$ cat src/rtl/math_expression_inverse_if.sv
// Job bus for math_expression_inverse: operand capture on start, result/flags with a one-cycle valid tick.
interface math_expression_inverse_if #(
  parameter int W = 32
);
  logic                  start;
  logic signed [2*W+3:0] q;
  logic                  rmd;
  logic signed [W-1:0]   a;
  logic signed [W-1:0]   b;
  logic signed [W-1:0]   d;
  logic signed [W-1:0]   c;
  logic                  valid;
  logic                  busy;
  logic                  err_div0;
  logic                  inexact;
  logic                  ovf;

  modport master (
    output start, q, rmd, a, b, d,
    input  c, valid, busy, err_div0, inexact, ovf
  );

  modport slave (
    input  start, q, rmd, a, b, d,
    output c, valid, busy, err_div0, inexact, ovf
  );
endinterface

$ cat src/rtl/math_expression_inverse.sv
// Recovers c from a math_expression result with one shared restoring divider run twice; 2*NW+4 cycles (3 on a==b).
// start is taken only in IDLE, never queued; MATH_INVERSE_EXACT_CHECK_EN builds the remainder (inexact) check.
module math_expression_inverse #(
  parameter int W = 32
) (
  input  logic                       clk,
  input  logic                       reset,
  math_expression_inverse_if.slave   io
);
  localparam int NW = 2*W + 6;
  localparam int CW = $clog2(NW);

  typedef enum logic [2:0] {IDLE, PREP, DIV1, FIX1, DIV2, FIX2, DONE} state_t;

  state_t state, state_nxt;

  logic signed [2*W+3:0] q_r;
  logic                  rmd_r;
  logic signed [W-1:0]   a_r, b_r, d_r;
  logic [NW-1:0]         dvd, dvs, rem;
  logic [CW-1:0]         cnt;
  logic                  neg, div0;
  logic signed [W-1:0]   c_r;
  logic                  err_r, ovf_r;

  function automatic logic [NW-1:0] mag(input logic [NW-1:0] v);
    return v[NW-1] ? -v : v;
  endfunction

  logic signed [NW-1:0] q_x, d_x, a_x, b_x, n_s, d1_s;
  assign q_x  = NW'(q_r);
  assign d_x  = NW'(d_r);
  assign a_x  = NW'(a_r);
  assign b_x  = NW'(b_r);
  assign n_s  = (q_x <<< 1) + {{(NW-1){1'b0}}, rmd_r} + (d_x <<< 2);
  assign d1_s = a_x - b_x;

  // One restoring iteration: shift next dividend bit into the partial remainder, subtract if it fits.
  logic [NW:0]   rem_sh;
  logic [NW+1:0] diff;
  logic          take;
  assign rem_sh = {rem, dvd[NW-1]};
  assign diff   = {1'b0, rem_sh} - {2'b00, dvs};
  assign take   = ~diff[NW+1];

  logic          last;
  logic [NW-1:0] y_v, ym1_v, cf_v;
  logic [NW-W:0] top;
  logic          ovf_v;
  assign last  = (cnt == CW'(NW-1));
  assign y_v   = neg ? -dvd : dvd;
  assign ym1_v = y_v - NW'(1);
  assign cf_v  = neg ? -dvd : dvd;
  assign top   = cf_v[NW-1:W-1];
  assign ovf_v = !((&top) || !(|top));

  always_ff @(posedge clk or posedge reset) begin
    if (reset) state <= IDLE;
    else       state <= state_nxt;
  end

  always_comb begin
    state_nxt = state;
    case (state)
      IDLE:    if (io.start) state_nxt = PREP;
      // The a==b path still passes through FIX2 so results are written back in one place.
      PREP:    state_nxt = (d1_s == '0) ? FIX2 : DIV1;
      DIV1:    if (last) state_nxt = FIX1;
      FIX1:    state_nxt = DIV2;
      DIV2:    if (last) state_nxt = FIX2;
      FIX2:    state_nxt = DONE;
      DONE:    state_nxt = IDLE;
      default: state_nxt = IDLE;
    endcase
  end

  always_ff @(posedge clk or posedge reset) begin
    if (reset) begin
      q_r <= '0; rmd_r <= 1'b0; a_r <= '0; b_r <= '0; d_r <= '0;
      dvd <= '0; dvs <= '0; rem <= '0; cnt <= '0;
      neg <= 1'b0; div0 <= 1'b0;
      c_r <= '0; err_r <= 1'b0; ovf_r <= 1'b0;
    end else begin
      case (state)
        IDLE: if (io.start) begin
          q_r <= io.q; rmd_r <= io.rmd; a_r <= io.a; b_r <= io.b; d_r <= io.d;
        end
        PREP: begin
          div0 <= (d1_s == '0);
          dvd  <= mag(n_s);
          dvs  <= mag(d1_s);
          rem  <= '0;
          cnt  <= '0;
          neg  <= n_s[NW-1] ^ d1_s[NW-1];
        end
        DIV1, DIV2: begin
          rem <= take ? diff[NW-1:0] : rem_sh[NW-1:0];
          dvd <= {dvd[NW-2:0], take};
          cnt <= cnt + CW'(1);
        end
        FIX1: begin
          dvd <= mag(ym1_v);
          dvs <= NW'(3);
          rem <= '0;
          cnt <= '0;
          neg <= ym1_v[NW-1];
        end
        FIX2: begin
          err_r <= div0;
          c_r   <= div0 ? '0 : cf_v[W-1:0];
          ovf_r <= !div0 && ovf_v;
        end
        default: ;
      endcase
    end
  end

`ifdef MATH_INVERSE_EXACT_CHECK_EN
  logic inx_acc, inx_r;
  always_ff @(posedge clk or posedge reset) begin
    if (reset) begin
      inx_acc <= 1'b0;
      inx_r   <= 1'b0;
    end else begin
      case (state)
        PREP:    inx_acc <= 1'b0;
        FIX1:    inx_acc <= |rem;
        FIX2:    inx_r   <= !div0 && (inx_acc || (|rem));
        default: ;
      endcase
    end
  end
  assign io.inexact = inx_r;
`else
  assign io.inexact = 1'b0;
`endif

  assign io.c        = c_r;
  assign io.err_div0 = err_r;
  assign io.ovf      = ovf_r;
  assign io.valid    = (state == DONE);
  assign io.busy     = (state != IDLE);
endmodule

$ cat src/flat_wrapper.sv
// flat-port wrapper written by rule: the top's interface ports become plain ports
module math_expression_inverse_flat 
#(
  parameter int W = 32
)
  (clk, reset, io_start, io_q, io_rmd, io_a, io_b, io_d, io_c, io_valid, io_busy, io_err_div0, io_inexact, io_ovf);
  math_expression_inverse_if #(.W(W)) io_i ();
  input  logic clk;
  input  logic reset;
  input wire logic [$bits(io_i.start)-1:0] io_start;
  input wire logic [$bits(io_i.q)-1:0] io_q;
  input wire logic [$bits(io_i.rmd)-1:0] io_rmd;
  input wire logic [$bits(io_i.a)-1:0] io_a;
  input wire logic [$bits(io_i.b)-1:0] io_b;
  input wire logic [$bits(io_i.d)-1:0] io_d;
  output wire logic [$bits(io_i.c)-1:0] io_c;
  output wire logic [$bits(io_i.valid)-1:0] io_valid;
  output wire logic [$bits(io_i.busy)-1:0] io_busy;
  output wire logic [$bits(io_i.err_div0)-1:0] io_err_div0;
  output wire logic [$bits(io_i.inexact)-1:0] io_inexact;
  output wire logic [$bits(io_i.ovf)-1:0] io_ovf;
  assign io_i.start = io_start;
  assign io_i.q = io_q;
  assign io_i.rmd = io_rmd;
  assign io_i.a = io_a;
  assign io_i.b = io_b;
  assign io_i.d = io_d;
  assign io_c = io_i.c;
  assign io_valid = io_i.valid;
  assign io_busy = io_i.busy;
  assign io_err_div0 = io_i.err_div0;
  assign io_inexact = io_i.inexact;
  assign io_ovf = io_i.ovf;
  math_expression_inverse #(.W(W)) u_core (.clk(clk), .reset(reset), .io(io_i));
endmodule
$ cat config.mk
export PLATFORM = sky130hd
export DESIGN_NAME = math_expression_inverse_flat
export DESIGN_NICKNAME = d
export VERILOG_FILES = /design/src/rtl/math_expression_inverse_if.sv /design/src/rtl/math_expression_inverse.sv /design/src/flat_wrapper.sv
export SDC_FILE = /design/constraint.sdc
export NUM_CORES = 2
export LEC_CHECK = 0
export ABC_CLOCK_PERIOD_IN_PS = 24000
export CAP_MARGIN = 40
export CORE_MARGIN = 4
export CORE_UTILIZATION = 49
export CTS_BUF_LIST = sky130_fd_sc_hd__clkbuf_8
export CTS_CLUSTER_DIAMETER = 30
export DETAILED_ROUTE_END_ITERATION = 12
export GPL_ROUTABILITY_DRIVEN = 1
export GPL_TIMING_DRIVEN = 0
export MAX_ROUTING_LAYER = met4
export PLACE_DENSITY = 0.76
export SYNTH_ARGS = -nofsm -noshare
export SYNTH_HDL_FRONTEND = slang
export SYNTH_SLANG_ARGS = --single-unit
$ cat constraint.sdc
create_clock -name clk -period 24 [get_ports clk]
set_input_delay 7.2 -clock clk [delete_from_list [all_inputs] [get_ports clk]]
set_output_delay 7.2 -clock clk [all_outputs]
set_load 0.02 [all_outputs]
* Word-level counts from Yosys, hierarchy flattened
Cells that the tools add are included.
** Cells by class
- Add/sub/neg operators :: 10
- Equal/unequal tests :: 10
- Mux-type cells :: 16
- Bitwise gates (word level) :: 2
- Reduce and logical (&&, ||, !) cells :: 17
** Operator list (count)
- 70-bit 2-to-1 mux :: 5
- 70-bit negation :: 4
- 70-bit one-hot mux with 2 select lines :: 2
- 70-bit one-hot mux with 3 select lines :: 1
- 71-bit by 70-bit subtractor with 72-bit output :: 1
- 69-bit by 2-bit adder with 70-bit output :: 1
- 70-bit adder :: 1
- 70-bit zero test :: 1
- 70-bit by 1-bit subtractor with 70-bit output, second input constant :: 1
- 39-bit AND reduction :: 1
- 39-bit OR reduction :: 1
- 32-bit by 32-bit subtractor with 33-bit output :: 1
- 32-bit 2-to-1 mux :: 1
- 3-bit one-hot mux with 6 select lines :: 1
- 7-bit one-hot mux with 2 select lines :: 1
- 3-bit 2-to-1 mux :: 4
- 3-bit == test, second input constant :: 3
- 7-bit by 1-bit adder with 7-bit output, second input constant :: 1
- 7-bit == test, second input constant :: 1
- 3-bit by 2-bit == test with 1-bit output, second input constant :: 2
- 3-bit nonzero test :: 2
- 2-bit by 1-bit != test with 1-bit output, second input constant :: 2
- 2-bit nonzero test :: 2
- 2-bit OR reduction :: 2
- 11 further kinds :: 13
** Storage, ports and cells
- Register bits after elaboration :: 421
- Bits of input ports :: 168
- Output and inout port bits :: 37
- Logic and storage cells :: 70

* Depth between registers and ports, before layout
- Depth in word-level cells :: 7
- Gate-level depth with buffers :: 24

* Worst setup path before layout
No wires, ideal clock.
- Kind :: in2reg
- Start :: input port io_start
- End :: register u_core.d_r[31]
- Arrival :: 8.318 ns
- Data required time :: 23.874 ns
- Path slack :: 15.556 ns
- Stages on the path :: 4
- Buffers on the path :: 2
- Cell sequence :: and3_1 clkbuf_1 clkbuf_1 mux2_2
** Between the ends
- Word-level cells in the longest chain between the ends :: 1
** Ends and longest elaborated chain
- from (decl) :: RTL line flat_wrapper.sv:10 : input wire logic [$bits(io_i.start)-1:0] io_start;
- 2-bit AND reduction (no source line)
- to (signal assigned) :: RTL line math_expression_inverse.sv:86 : q_r <= io.q; rmd_r <= io.rmd; a_r <= io.a; b_r <= io.b; d_r <= io.d;
- to (decl) :: RTL line math_expression_inverse.sv:19 : logic signed [W-1:0] a_r, b_r, d_r;
No other way between the ends.
A chain may end at the register's enable or synchronous reset.

* Final worst setup path
- Start :: register u_core.state[0]
- End :: output port io_valid
** Between the ends
- Word-level cells in the longest chain between the ends :: 1
** Ends and longest elaborated chain
- from (decl) :: RTL line math_expression_inverse.sv:15 : state_t state, state_nxt;
- from (signal assigned) :: RTL line math_expression_inverse.sv:59 : else state <= state_nxt;
- 3-bit == test :: RTL line math_expression_inverse.sv:141 : assign io.valid = (state == DONE);
- to (decl) :: RTL line flat_wrapper.sv:17 : output wire logic [$bits(io_i.valid)-1:0] io_valid;
No other way between the ends.

==> impl_results.md <==
- Synth Cell Area: 35500 µm²
- CP bufs+invs: 3
- GPL Wtd Cong: 1.08
- # Max-Cap Violations: 0
- YS warnings: 0
- Hold Path Sink: u_core.io.c[31]$_DFFE_PP0N_
- Root Buffer: clkbuf_8
- I/O Pins: 205
- RSZ-0062 raised after global routing: false
- Gr ovfl total: 0
- Final hold vios: 0
- CP arrival: 2950 ps
- Routed wire length per instance: 22.3 µm
- Outcome: finished clean
- Worst Hold Class: register to register
- Relative slew slack: ~29%
- Final #Nets: 5012
- Final period util: 42.3%
- Tot Pwr: 1.79 mW
- Mean Syn Cell Area: roughly 8.2 µm²
- Worst path required time: 16800 ps
- Number of levels in the clock H-tree: 3
- Total global-route track usage: 32.9%
- I/O Buffers: 203
- Post-Layout Inst Area: 41800 µm²
- Crit-path max cell delay: 700 ps
- Power Density: 42.7 nW/µm²
- Die height: 277 µm
- Clk sinks: 421
- Startpoint types: register
- Crit path cell chain: inv_1 > clkbuf_1 > nand2_1 > nor2_1 > clkdlybuf4s50_1
- Worst-margin pin slew: roughly 1100 ps
- Initial Utilization: 49.5%
- CP max FO: 10
- Bufs on Longest Clock Path: 3
- Final setup vio count: 0
- Pin count of the biggest net entering global routing: between 100 and 150
- Core box area: 71700 µm²
- Post-synth EDFFs: 0
- Critical Path End Type: output port
- ANT nets after route: 0
- Final Max Slew Viols: 0
- Slowest stage cell, crit path: clkdlybuf4s50_1
- Main flop type after synthesis: dfrtp_1
- Critical path's top delay family: buffers and inverters
- Maximum vdd drop: 0.0448 mV
- Clk_skew: 58.7 ps
- TritonRoute pass-1 iters: 6
- Achievable Freq: just under 100 MHz
- Yosys cell types: 107
- Hold path cells: 2
- Initial antenna violation count: 3
- Detailed-route via count: ~36000
- Final Util: 58.3%
- Detailed Route WL: 127000 µm
- Post-synthesis sequential area ratio: 29.7%
- Min-delay src: u_core.io.c[31]$_DFFE_PP0N_
- Post_cts resized: 0
- # DRC: 0
- Worst r2r src: u_core.neg$_DFFE_PP0N_
- Post-DP Area: 39300 µm²
- Area of the die: 76900 µm²
- Post CTS Setup Buffer Count: 0
- Reg2reg setup slack: approximately 15000 ps
- P&R area growth vs syn: 17.7%
- Number of cell rows: 98
- CTS Hold Buffers Added: 0
- # fillers: 6582
- Synthesis-stage register bit count: ~420
- Num CTS Buffers: between 100 and 150
- Die width: around 280 µm
- Worst hold margin: about 480 ps
- Dpl hpwl: 98500 µm
- 1st-iter DRT viols: between 4000 and 5000
- Tmin final: 10150 ps
- Syn nets: around 4700
- First-pass GRT wire length: 197000 µm
- Pleak: 19.0 nW
- CTS tree: built
- Skew-Pair Late Insertion Delay: 750 ps
- Crit path kind: register to output port
- Synth Instances: 4313
- Async SR Flop Fraction: 100%
- Reg2Reg Depth: 21
- Vias in the first global route: roughly 34000
- Worst-path clk slew: roughly 50 ps
- Vias per cell: 6.28
- Share of layout cells above drive strength 1: 9.90%
- Setup tns final: 0 ps
- Reg2reg end: u_core.dvd[53]$_DFFE_PP0P_
## through the flow
step,setup WS (ps),std cells
2_1_floorplan,5080,4313
3_3_place_gp,-410,5466
3_5_place_dp,14050,5510
4_1_cts,13930,5695
5_1_grt,13740,5701
6_report,13860,5701
## worst max-delay path by stage
stage | startpoint | end | slack (ps) | depth (start not counted)
2_1_floorplan | reset | u_core.a_r[0]$_DFFE_PP0P_ | 5080 | 1
3_3_place_gp | reset | u_core.a_r[7]$_DFFE_PP0P_ | -410 | 2
3_5_place_dp | io_start | u_core.d_r[0]$_DFFE_PP0P_ | 14050 | 6
4_1_cts | u_core.state[0]$_DFFE_PP0P_ | io_valid | 13930 | 5
5_1_grt | u_core.state[0]$_DFFE_PP0P_ | io_valid | 13740 | 5
6_report | u_core.state[0]$_DFFE_PP0P_ | io_valid | 13860 | 5
## power by group
| part | total, mW | switching [mW] | internal [mW] | leakage [nW] |
|---|---|---|---|---|
| sequential | 0.711 | 0 | 0.711 | 5.67 |
| clock | 1.03 | 0.397 | 0.634 | 1.27 |
| combinational | 0.0452 | 0.0194 | 0.0258 | 12.1 |
| total | 1.79 | 0.416 | 1.37 | 19.0 |
## layout by cell type (no fill, tap or decap), types with 21 or more instances in the layout
cell             count
a211oi_1            29
a21o_1              96
a21oi_1            314
a221oi_1            34
a31oi_1             44
and2_1              32
and3_1              23
and4_1              21
buf_6               24
clkbuf_1           206
clkbuf_8           114
clkdlybuf4s50_1    203
dfrtp_1            421
ha_1               175
inv_1              187
mux2_2             136
nand2_1            341
nand2b_1            37
nand3_1            141
nand4_1             62
nor2_1             352
nor2b_1             32
nor3_1             120
nor4_1              45
o211ai_1            28
o21a_1              35
o21ai_0            357
o21bai_1            23
o22ai_1             74
o31ai_1             52
or3_1               38
or4_1               28
xnor2_1            246
xor2_1             187
## synthesized netlist by cell type (all sizes together) (121+ instances only)
library cell    n  share of area, %
ha            175               6.2
a21oi         315               4.4
nand2         344               3.7
xnor2         246               6.1
clkbuf        207               2.2
mux2          136               4.3
nor2          353               3.8
xor2          191               4.8
inv           178               1.9
nor3          121               1.7
dfrtp         421                30
o21ai         366               5.2
nand3         141               2.0
## state kept, by name, summed over array words and instances (netlist names), 3 cells and up
signal        cells
u_core.dvd       70
u_core.dvs       70
u_core.rem       70
u_core.q_r       68
u_core.a_r       32
u_core.b_r       32
u_core.d_r       32
u_core.io.c      32
u_core.cnt        7
u_core.state      3
## tightest hold or removal path, stage by stage (launching register included)
cell and delay [ps]:
dfrtp_1 340, nand2_1 40, o21ai_0 60
## cells by family after synthesis
logic type / count (synthesis) / share of synthesized area, %
AND/OR/NAND/NOR: 1397 / 20.1
adder cells (fa/ha/maj): 178 / 6.33
flip-flops: 421 / 29.7
XOR/XNOR: 437 / 10.9
multiplexers: 155 / 4.85
other: 1 / 0.0106
buffers and inverters: 424 / 4.70
AO/OA/AOI/OAI: 1300 / 23.5
## per-layer routing
metal	global-route usage, %	share of wire, %	up-vias	wire length, µm
met5	-	0	-	0
met4	13.3	4.4	0	5660
met2	47.6	42	1876	53600
li1	-	-	16529	-
met1	44.7	43	17077	54400
met3	7.47	11	334	13700
## layout make-up
cell class                      count  area [µm²]  share of cell area, %
Multi-Input combinational cell   3468       23300                   55.8
Sequential cell                   421       10500                   25.2
Timing Repair Buffer              250        2580                   6.17
Clock buffer                      114        1570                   3.75
Tap cell                          950        1190                   2.84
Buffer                            246        1000                   2.40
Clock inverter                     71         916                   2.19
Inverter                          178         676                   1.62
Antenna cell                        3        7.51                 0.0180
No activity file was read; power rests on OpenSTA's default activity.
